File: src/rtl/video_timing_gen.sv
// Raster timing generator: position counters, syncs, active flag,
// start-of-vblank pulse and frame counter, all registered together.
module video_timing_gen #(
   parameter int H_ACTIVE = 1280,
   parameter int H_FP     = 110,
   parameter int H_SYNC   = 40,
   parameter int H_BP     = 220,
   parameter int V_ACTIVE = 720,
   parameter int V_FP     = 5,
   parameter int V_SYNC   = 5,
   parameter int V_BP     = 20,
   parameter int SYNC_POL = 1
) (
   input  logic        pixel_clk_in,
   input  logic        rst_in,
   output logic [10:0] hcount_out,
   output logic [9:0]  vcount_out,
   output logic        hsync_out,
   output logic        vsync_out,
   output logic        active_draw_out,
   output logic        new_frame_out,
   output logic [5:0]  frame_count_out
);

   localparam int H_TOTAL = H_ACTIVE + H_FP + H_SYNC + H_BP;
   localparam int V_TOTAL = V_ACTIVE + V_FP + V_SYNC + V_BP;

   localparam logic [10:0] H_LAST = 11'(H_TOTAL - 1);
   localparam logic [10:0] H_ACT  = 11'(H_ACTIVE);
   localparam logic [10:0] HS_BEG = 11'(H_ACTIVE + H_FP);
   localparam logic [10:0] HS_END = 11'(H_ACTIVE + H_FP + H_SYNC - 1);
   localparam logic [9:0]  V_LAST = 10'(V_TOTAL - 1);
   localparam logic [9:0]  V_ACT  = 10'(V_ACTIVE);
   localparam logic [9:0]  VS_BEG = 10'(V_ACTIVE + V_FP);
   localparam logic [9:0]  VS_END = 10'(V_ACTIVE + V_FP + V_SYNC - 1);
   localparam logic        SP     = (SYNC_POL != 0);

   if (H_TOTAL > 2048 || V_TOTAL > 1024) begin : g_size_chk
      $error("video_timing_gen: raster too large for counter widths");
   end

   logic [10:0] hcount_q, hcount_d;
   logic [9:0]  vcount_q, vcount_d;
   logic        hsync_q, hsync_d;
   logic        vsync_q, vsync_d;
   logic        active_q, active_d;
   logic        nf_q, nf_d;
   logic [5:0]  frame_q, frame_d;

   // Next position, then every flag decoded from that next position so
   // the registered flags line up with the registered counters.
   always_comb begin
      hcount_d = hcount_q + 11'd1;
      vcount_d = vcount_q;
      if (hcount_q == H_LAST) begin
         hcount_d = '0;
         vcount_d = (vcount_q == V_LAST) ? '0 : vcount_q + 10'd1;
      end
      active_d = (hcount_d < H_ACT) && (vcount_d < V_ACT);
      hsync_d  = ((hcount_d >= HS_BEG) && (hcount_d <= HS_END)) ? SP : ~SP;
      vsync_d  = ((vcount_d >= VS_BEG) && (vcount_d <= VS_END)) ? SP : ~SP;
      nf_d     = (hcount_d == H_ACT) && (vcount_d == V_ACT);
      frame_d  = frame_q + {5'd0, nf_d};
   end

   // State registers; reset parks at the last raster position so the
   // first edge after release lands on (0,0).
   always_ff @(posedge pixel_clk_in or negedge rst_in) begin
      if (!rst_in) begin
         hcount_q <= H_LAST;
         vcount_q <= V_LAST;
         hsync_q  <= ~SP;
         vsync_q  <= ~SP;
         active_q <= 1'b0;
         nf_q     <= 1'b0;
         frame_q  <= '0;
      end else begin
         hcount_q <= hcount_d;
         vcount_q <= vcount_d;
         hsync_q  <= hsync_d;
         vsync_q  <= vsync_d;
         active_q <= active_d;
         nf_q     <= nf_d;
         frame_q  <= frame_d;
      end
   end

   assign hcount_out      = hcount_q;
   assign vcount_out      = vcount_q;
   assign hsync_out       = hsync_q;
   assign vsync_out       = vsync_q;
   assign active_draw_out = active_q;
   assign new_frame_out   = nf_q;
   assign frame_count_out = frame_q;

endmodule

File: config.mk
export PLATFORM = sky130hd
export DESIGN_NAME = video_timing_gen
export DESIGN_NICKNAME = d
export VERILOG_FILES = /design/src/rtl/video_timing_gen.sv
export SDC_FILE = /design/constraint.sdc
export NUM_CORES = 1
export LEC_CHECK = 0
export ABC_CLOCK_PERIOD_IN_PS = 7700
export BUFFER_PORTS_ARGS = -buffer_cell sky130_fd_sc_hd__buf_4
export CORE_MARGIN = 4
export CORE_UTILIZATION = 25
export CTS_BUF_LIST = sky130_fd_sc_hd__clkbuf_8 sky130_fd_sc_hd__clkbuf_16
export CTS_CLUSTER_DIAMETER = 60
export DETAILED_ROUTE_END_ITERATION = 16
export PLACE_DENSITY = 0.39
export SLEW_MARGIN = 20
export SYNTH_ARGS = -nofsm -noshare
export SYNTH_HDL_FRONTEND = slang
export SYNTH_SLANG_ARGS = --single-unit
File: constraint.sdc
create_clock -name pixel_clk_in -period 7.7 [get_ports pixel_clk_in]
set_input_delay 0.385 -clock pixel_clk_in [delete_from_list [all_inputs] [get_ports pixel_clk_in]]
set_output_delay 0.385 -clock pixel_clk_in [all_outputs]
set_load 0.005 [all_outputs]
==> results of run 1 <==
==> report_power, final <==
group | switching, W | leakage, nW | internal [W]
sequential | 0 | 0.381 | 0.000163
combinational | 0.00000309 | 0.595 | 0.000000344
clock | 0.0000629 | 0.0524 | 0.0000707
total | 0.0000660 | 1.03 | 0.000234
==> synthesized netlist by cell type (2+ instances only) <==
cell,instances
nand3_1,15
or3_1,3
o21ai_0,10
o311a_1,2
inv_1,9
and4b_1,3
nor3_1,4
and3_1,6
a31oi_1,2
ha_1,6
clkbuf_2,2
nand4_1,4
nand2_1,15
a2bb2oi_1,2
dfrtp_1,18
and2_1,5
o211ai_1,2
dfstp_2,13
a32o_1,2
and4_1,2
a21boi_0,2
clkbuf_1,4
nand4_2,3
buf_6,2
xor2_1,8
xnor2_1,12
o22ai_1,2
nor2_1,20
buf_2,2
a21o_1,2
==> state kept, by name, indices dropped and copies added, names as in the netlist <==
name,count
hsync_out,1
active_draw_out,1
vcount_out,10
new_frame_out,1
hcount_out,11
frame_count_out,6
vsync_out,1
==> cell families (layout without fill, tap and decap cells) <==
kind of cell	Yosys count	after routing	synth area share (%)
mux	2	2	1.08
flops	31	31	40.2
fa+ha+maj	7	7	4.32
simple gates	90	90	26.8
xor+xnor	20	20	8.89
buf+inv	19	49	4.63
compound gates	37	37	14.1
==> cell type report <==
cell class / instances / area (µm²)
inverters: 9 / 33.8
multi-input cells: 156 / 1090
clock inverters: 2 / 8.76
repair buffers: 32 / 240
fillers: 834 / 5320
well taps: 102 / 128
clock buffers: 6 / 82.6
flip-flops and latches: 31 / 792
==> worst max-delay path: stages, from the launching register on <==
cell	delay, ns
dfstp_2	0.60
and2_0	0.42
and3_1	0.75
nand4_2	0.17
xor2_1	0.19
or4b_4	0.57
and4b_1	0.31
ha_1	0.18
ha_1	0.18
nand3_1	0.10
xnor2_1	0.13
==> through the flow <==
stage / total power [W] / std cells
after floorplan: 0.000166 / 206
after global placement: 0.000170 / 330
after detailed placement: 0.000170 / 330
after CTS: 0.000309 / 338
after global routing: 0.000314 / 338
final: 0.000300 / 338
==> layer usage <==
metal	vias to the layer above	track usage (%)	part of all wire, %
met2	39	18.0	45
met3	8	3.10	3.5
li1	812	-	-
met1	794	14.9	49
met4	0	3.56	1.5
met5	-	0	0
==> worst paths after layout <==
check	depth (start not counted)	endpoint	slack, ns	startpoint
max	10	frame_count_out[4]$_DFF_PN0_	4.00	hcount_out[5]$_DFF_PN1_
min	1	frame_count_out[2]$_DFF_PN0_	0.03	rst_in
max reg2reg	10	frame_count_out[4]$_DFF_PN0_	4.00	hcount_out[5]$_DFF_PN1_
min reg2reg	1	frame_count_out[5]$_DFF_PN0_	0.47	frame_count_out[5]$_DFF_PN0_
max in group asynchronous	1	hcount_out[5]$_DFF_PN1_	7.35	rst_in
min in group pixel_clk_in	1	frame_count_out[5]$_DFF_PN0_	0.47	frame_count_out[5]$_DFF_PN0_
==> flow_summary.yaml, run 1 <==
run_status:
  status: "finished, final reports clean"
clock_tree:
  numClockSinks: 31
  htree_levels: 2
  ctsResizeCount: 0
  clock_path_buffers: 2
  cts_buffers: 5
  cts_hold_buf: 0
  cts-root-buf: "clkbuf_8"
  clkLatencyLatePin_ns: 0.29
  path_clk_slew_ns: 0.07
  cts_tree: "yes"
  cts_setup_buffers: 0
place:
  port_buffers: 32
  hpwl_um: 3870
  place_area_mm2: 0.00228
  gp_congestion: 0.746
  pre_cts_ws_ns: 4.01
floorplan:
  die_h_um: 96.8
  core_region_area_mm2: 0.00769
  initial_utilization_pct: 25.6
  die_area_mm2: 0.00937
  num_rows: 32
  die_w_um: 96.8
  io_pins: 33
global_routing:
  grt_pass1_wl_um: 8580
  first_global_vias: 1661
  grt_usage_pct: 11.3
  gr-total-overflow: 0
  grt_antenna_before_repair: 0
  grt_max_degree: 32
routing:
  wl_per_cell_um: 15.5
  first_pass_iters: 4
  vias: 1653
  drt-initial-drc-count: 74
  via_per_inst: 4.89
  drc: 0
  final_antenna_net_count: 0
  wirelength_um: 5230
timing:
  rsz0062_at_grt: "no"
  hold_slack_ns: 0.0306
  slew_headroom_pct: 48.0
  min_period_ns: 3.70
  postLayoutSetupSlackWorst_ns: 4.00
  max_slew.worst_pin.slew_ns: 0.780
  hold_violations: 0
  setup_tns_ns: 0
  final_max_slew_viol_count: 0
  period_share_pct: 48.1
  fmax_mhz: 270
  fin_worst_skew_ns: 0.00698
  finalSetupViolations: 0
layout:
  area_delta_synth_final_pct: 20.4
  layout-drive-gt1-share_pct: 25.8
  final_core_util_pct: 30.9
  layout.cells.most_common: "buf_4"
  layout_common_cells: "buf_4 (32), nor2_1 (20), dfrtp_1 (18)"
  antennaDiodeCount: 0
  post-route-cell-area_mm2: 0.00237
  nets: 243
critical_path:
  cp.required_ns: 7.87
  worstPathMaxFanout: 18
  endpoint_kind: "flop"
  criticalPathCategory: "flop to flop"
  worstPathArrival_ns: 3.88
  start_kind: "flop"
power_and_ir_drop:
  irDropWorstVdd_uv: 52.2
  powerDensity_mw_per_mm2: 127
  p_leak_nw: 1.03
flow_run:
  cap_violations: 0
yosys:
  synth_cells: 206
  netlist.area_leader.share_pct: 22.9
  yosysWarningCount: 0
  syn_nets: 214
  avgSynthCellArea_um2: 9.57
  ys_seq_area_share_pct: 40.2
  yosys_most_used_dff: "dfrtp_1"
  ys_top_cells_by_area: "dfrtp_1 (23%), dfstp_2 (17%), xnor2_1 (5.3%), ha_1 (3.8%), nand3_1 (3.8%)"
  synth_edf_count: 0
  synth_area_mm2: 0.00197
  async_flop_share_pct: 100
  ys_ff_latch: 31
  ys_types: 54
  synth_top_cell_by_area: "dfrtp_1"
min_path:
  min_path_type: "input port to asynchronous set/reset pin"
Note: power is estimated with default switching activity, not from simulation.
==> run 2: changes to the inputs <==
--- a/config.mk
+++ b/config.mk
@@ -5,14 +5,14 @@
 export SDC_FILE = /design/constraint.sdc
 export NUM_CORES = 1
 export LEC_CHECK = 0
-export ABC_CLOCK_PERIOD_IN_PS = 7700
+export ABC_CLOCK_PERIOD_IN_PS = 3300
 export BUFFER_PORTS_ARGS = -buffer_cell sky130_fd_sc_hd__buf_4
 export CORE_MARGIN = 4
 export CORE_UTILIZATION = 25
 export CTS_BUF_LIST = sky130_fd_sc_hd__clkbuf_8 sky130_fd_sc_hd__clkbuf_16
 export CTS_CLUSTER_DIAMETER = 60
 export DETAILED_ROUTE_END_ITERATION = 16
-export PLACE_DENSITY = 0.39
+export PLACE_DENSITY = 0.4
 export SLEW_MARGIN = 20
 export SYNTH_ARGS = -nofsm -noshare
 export SYNTH_HDL_FRONTEND = slang
==> constraint.sdc (replaced) <==
create_clock -name pixel_clk_in -period 3.3 [get_ports pixel_clk_in]
set_input_delay 0.165 -clock pixel_clk_in [delete_from_list [all_inputs] [get_ports pixel_clk_in]]
set_output_delay 0.165 -clock pixel_clk_in [all_outputs]
set_load 0.005 [all_outputs]
==> flow_summary.yaml, run 2 (synthesized netlist as in run 1, its figures left out) <==
timing:
  hold_violations: 0
  slew_headroom_pct: 67.3
  final_max_slew_viol_count: 0
  hold_slack_ns: 0.353
  fmax_mhz: 323
  fin_worst_skew_ns: 0.0130
  min_period_ns: 3.10
  postLayoutSetupSlackWorst_ns: 0.202
  period_share_pct: 93.9
  finalSetupViolations: 0
  max_slew.worst_pin.slew_ns: 0.484
place:
  pre_cts_ws_ns: 0.156
  placed_cells: 350
  hpwl_um: 4080
  gp_congestion: 0.805
  port_buffers: 32
routing:
  drc: 0
  first_pass_iters: 4
  drt-initial-drc-count: 101
  final_antenna_net_count: 0
  wirelength_um: 5450
  wl_per_cell_um: 15.2
  vias: 1723
  via_per_inst: 4.80
layout:
  multi_input_area_mm2: 0.00110
  nets: 264
  layout.cells.most_common: "buf_4"
  antennaDiodeCount: 0
  area_delta_synth_final_pct: 30.6
  layout_common_cells: "buf_4 (52), nor2_1 (20), dfrtp_1 (18)"
  final_cells: 359
  ff_latch_area_um2: 792
  layout-drive-gt1-share_pct: 33.1
  largest_register_ffs: 11
  final.fill_count: 821
clock_tree:
  cts_buffers: 5
  htree_levels: 2
  cts_tree: "yes"
  path_clk_slew_ns: 0.08
  clkLatencyLatePin_ns: 0.29
  numClockSinks: 31
  cts_setup_buffers: 0
  cts-root-buf: "clkbuf_8"
  clock_path_buffers: 2
flow_run:
  cap_violations: 0
global_routing:
  gr-total-overflow: 0
  grt_usage_pct: 11.9
  first_global_vias: 1690
  grt_max_degree: 32
  grt_pass1_wl_um: 8960
  grt_antenna_before_repair: 0
power_and_ir_drop:
  powerDensity_mw_per_mm2: 308
  p_total_w: 0.000792
  p_leak_nw: 1.14
  irDropWorstVdd_uv: 131
floorplan:
  io_pins: 33
  die_area_mm2: 0.00937
  die_w_um: 96.8
  core_region_area_mm2: 0.00769
  num_rows: 32
  initial_utilization_pct: 25.6
  die_h_um: 96.8
critical_path:
  r2r_slack_ns: 0.20
  worstPathArrival_ns: 3.27
  crit_start: "hcount_out[0]$_DFF_PN1_"
  criticalPathCategory: "flop to flop"
  ff2ff_path_depth: 11
  r2r-end: "frame_count_out[4]$_DFF_PN0_"
  critical_path.cell_chain: "ha_1 > and4b_2 > nand4_2 > o21ai_0 > a21boi_0 > or4b_4 > and4b_1 > ha_1 > ha_1 > nand3_1 > xnor2_1"
  cpLargestDelayFamily: "simple AND/OR/NAND/NOR gates"
  cp.required_ns: 3.47
  crit_buf_inv: 0
  rr_startpoint: "hcount_out[0]$_DFF_PN1_"
  endpoint_kind: "flop"
  crit_top_cell: "ha_1"
  slowest_stage: "dfstp_2"
  worstPathMaxFanout: 7
  start_kind: "flop"
  critPathMaxStageDelay_ns: 0.60
run_status:
  status: "finished, final reports clean"
min_path:
  min_path_type: "input port to asynchronous set/reset pin"
[run 2: changes by cell type in the layout (fill, tap and decap cells not counted), sizes merged]
cell,delta
dlygate4sd3,+1
buf,+20
bufinv,+1
inv,-1
[run 2: per-stage QoR]
step | setup TNS [ns] | util [%] | area, µm²
final | 0 | 33.5 | 2570
after global routing | -0.000113 | 33.5 | 2570
after CTS | 0 | 33.3 | 2560
after detailed placement | 0 | 31.6 | 2430
after global placement | 0 | 31.6 | 2430
after floorplan | 0 | - | 1970
[run 2: how the worst max path moves through the flow]
stage	cells past startpoint	slack [ns]	endpoint
after floorplan	12	0.24	frame_count_out[4]$_DFF_PN0_
after CTS	11	0.12	frame_count_out[4]$_DFF_PN0_
after global placement	11	0.22	frame_count_out[4]$_DFF_PN0_
final	11	0.20	frame_count_out[4]$_DFF_PN0_
after global routing	11	-0.0001	frame_count_out[4]$_DFF_PN0_
after detailed placement	11	0.16	frame_count_out[4]$_DFF_PN0_
[run 2: power by group]
group	internal [W]	switching, W
registers	0.000381	0
clock network	0.000245	0.000158
logic	0.00000157	0.00000747
total	0.000627	0.000166
[run 2: timing repair]
action | CTS | global route
endpoints found under the setup margin | 0 | 2
hold buffers | 1 | 0
gates resized for setup | 0 | 4
endpoints found under the hold margin | 18 | 0
[run 2: routing by layer]
layer,GRT usage [%],routed length (µm),up-vias
met5,0,0,-
met4,4.21,109,0
met3,3.10,220,10
met2,17.6,2420,33
met1,16.8,2700,830
li1,-,-,850
[run 2: area by class of cell]
cell class,count,share of cell area [%]
Multi-Input combinational cell,156,42.8
Clock buffer,6,3.21
Inverter,9,1.31
Clock inverter,2,1.36
Sequential cell,31,30.8
Tap cell,102,4.96
Timing Repair Buffer,53,15.6
[run 2: worst register-to-register path, delay by kind of cell (launching register included)]
kind | cells | cell delay, ns
XOR/XNOR | 1 | 0.13
AND/OR/NAND/NOR | 5 | 1.37
AO/OA/AOI/OAI | 2 | 0.36
flip-flops | 1 | 0.60
adder cells (fa/ha/maj) | 3 | 0.53
==> run 3: changes to the inputs <==
--- a/config.mk
+++ b/config.mk
@@ -5,14 +5,14 @@
 export SDC_FILE = /design/constraint.sdc
 export NUM_CORES = 1
 export LEC_CHECK = 0
-export ABC_CLOCK_PERIOD_IN_PS = 3300
+export ABC_CLOCK_PERIOD_IN_PS = 3200
 export BUFFER_PORTS_ARGS = -buffer_cell sky130_fd_sc_hd__buf_4
 export CORE_MARGIN = 4
 export CORE_UTILIZATION = 25
 export CTS_BUF_LIST = sky130_fd_sc_hd__clkbuf_8 sky130_fd_sc_hd__clkbuf_16
 export CTS_CLUSTER_DIAMETER = 60
 export DETAILED_ROUTE_END_ITERATION = 16
-export PLACE_DENSITY = 0.4
+export PLACE_DENSITY = 0.39
 export SLEW_MARGIN = 20
 export SYNTH_ARGS = -nofsm -noshare
 export SYNTH_HDL_FRONTEND = slang
==> constraint.sdc (replaced) <==
create_clock -name pixel_clk_in -period 3.2 [get_ports pixel_clk_in]
set_input_delay 0.16 -clock pixel_clk_in [delete_from_list [all_inputs] [get_ports pixel_clk_in]]
set_output_delay 0.16 -clock pixel_clk_in [all_outputs]
set_load 0.005 [all_outputs]
==> flow_summary.yaml, run 3 (synthesized netlist as in run 1, its figures left out) <==
global_routing:
  first_global_vias: 1727
  grt_max_degree: 32
  grt_pass1_wl_um: 9270
  grt.busiest_layer: "met2"
  met3_usage_pct: 3.32
  grt_usage_pct: 12.2
  grt_antenna_before_repair: 0
  use_met1_pct: 17.0
  gr-total-overflow: 0
  use_met2_pct: 18.8
power_and_ir_drop:
  p_seq_share_pct: 52.1
  p_leak_nw: 1.18
  power.internal_w: 0.000587
  clkPwrFrac_pct: 46.6
  power_switching_w: 0.000166
  p_comb_share_pct: 1.3
  swShare_pct: 22.0
  powerDensity_mw_per_mm2: 286
  irDropWorstVdd_uv: 154
routing:
  first_pass_iters: 4
  via_per_inst: 4.77
  wl_per_cell_um: 15.3
  final_antenna_net_count: 0
  drt-initial-drc-count: 54
  drc: 0
  vias: 1754
  wirelength_um: 5650
clock_tree:
  path_clk_slew_ns: 0.07
  clkLatencyLatePin_ns: 0.29
  cts_tree: "yes"
  cts_buffers: 5
  cts-root-buf: "clkbuf_8"
  numClockSinks: 31
  htree_levels: 2
  clock_path_buffers: 2
layout:
  area_delta_synth_final_pct: 33.8
  layout-drive-gt1-share_pct: 34.6
  layout.cells.most_common: "buf_4"
  final.fill_count: 838
  nets: 273
  layout_common_cells: "buf_4 (60), nor2_1 (19), dfrtp_1 (18)"
  largest_register_ffs: 11
  antennaDiodeCount: 0
timing:
  final_max_slew_viol_count: 0
  hold_violations: 0
  min_period_ns: 3.03
  postLayoutSetupSlackWorst_ns: 0.174
  max_slew.worst_pin.slew_ns: 0.472
  fin_worst_skew_ns: 0.00541
  slew_headroom_pct: 68.1
  hold_slack_ns: 0.353
  fmax_mhz: 330
  period_share_pct: 94.6
  finalSetupViolations: 0
place:
  port_buffers: 32
  pre_cts_ws_ns: 0.101
  hpwl_um: 4150
  gp_congestion: 0.769
floorplan:
  die_area_mm2: 0.00937
  io_pins: 33
  die_h_um: 96.8
  core_region_area_mm2: 0.00769
  die_w_um: 96.8
  num_rows: 32
  initial_utilization_pct: 25.6
critical_path:
  worstPathMaxFanout: 5
  worstPathArrival_ns: 3.20
  r2r_slack_ns: 0.17
  cp.required_ns: 3.37
  criticalPathCategory: "flop to flop"
  endpoint_kind: "flop"
  start_kind: "flop"
run_status:
  status: "finished, final reports clean"
flow_run:
  cap_violations: 0
min_path:
  min_path_type: "input port to asynchronous set/reset pin"
[run 3: cell count changes in the layout (fill, tap and decap cells not counted), sizes merged]
cell    delta
buf        +9
clkbuf     +1
inv        +1
bufinv     -1
clkinv     -1
[run 3: power by group through the flow]
stage / Clock [W] / Sequential (W) / Combinational [W]
detailed placement: 0 / 0.000399 / 0.00000986
global route: 0.000386 / 0.000392 / 0.0000115
CTS: 0.000372 / 0.000392 / 0.0000108
finish: 0.000351 / 0.000393 / 0.00000950
floorplan: 0 / 0.000399 / 0.000000000460
global placement: 0 / 0.000399 / 0.00000935
[run 3: metal layers]
metal  share of wire (%)  wire, µm
met5                   0         0
met2                  45      2560
met1                  50      2810
met3                 4.0       225
met4                0.81        46
[run 3: worst max-delay path: stages, from the launching register on]
cell,delay [ns]
dfstp_2,0.56
ha_1,0.14
and4b_1,0.20
buf_4,0.14
nand4_4,0.11
nor3_2,0.20
xnor2_1,0.18
or4b_4,0.52
and4b_1,0.30
ha_1,0.18
ha_1,0.16
nand3_1,0.09
xnor2_1,0.14
[run 3: path summary, 6_finish.rpt]
path	startpoint	end	cells past startpoint
worst max-delay path	hcount_out[0]$_DFF_PN1_	frame_count_out[4]$_DFF_PN0_	12
worst min-delay path	rst_in	hcount_out[2]$_DFF_PN0_	2
worst max register to register	hcount_out[0]$_DFF_PN1_	frame_count_out[4]$_DFF_PN0_	12
worst min register to register	frame_count_out[5]$_DFF_PN0_	frame_count_out[5]$_DFF_PN0_	1
max in group asynchronous	rst_in	vcount_out[3]$_DFF_PN1_	2
min in group pixel_clk_in	frame_count_out[5]$_DFF_PN0_	frame_count_out[5]$_DFF_PN0_	1
[run 3: area by class of cell]
type | instances | area, µm² | area share [%]
Timing Repair Buffer | 62 | 480 | 18.2
Clock inverter | 1 | 3.75 | 0.142
Sequential cell | 31 | 792 | 30.0
Tap cell | 102 | 128 | 4.84
Multi-Input combinational cell | 156 | 1100 | 41.8
Inverter | 9 | 33.8 | 1.28
Clock buffer | 7 | 96.3 | 3.65
[run 3: what timing repair did]
item,in CTS,in global routing
resized for setup,0,5
hold endpoints to repair,18,0
hold buffers,1,0
endpoints found under the setup margin,0,3
buffers inserted,0,2
[run 3: per-stage QoR]
step	TNS, ns	area (µm²)	cells	total power [W]	utilization [%]
2_1_floorplan	0	1970	206	0.000399	-
3_3_place_gp	0	2500	357	0.000409	32.5
3_5_place_dp	0	2500	357	0.000409	32.5
4_1_cts	0	2610	366	0.000775	33.9
5_1_grt	-0.00945	2640	368	0.000789	34.3
6_report	0	2640	368	0.000753	34.3
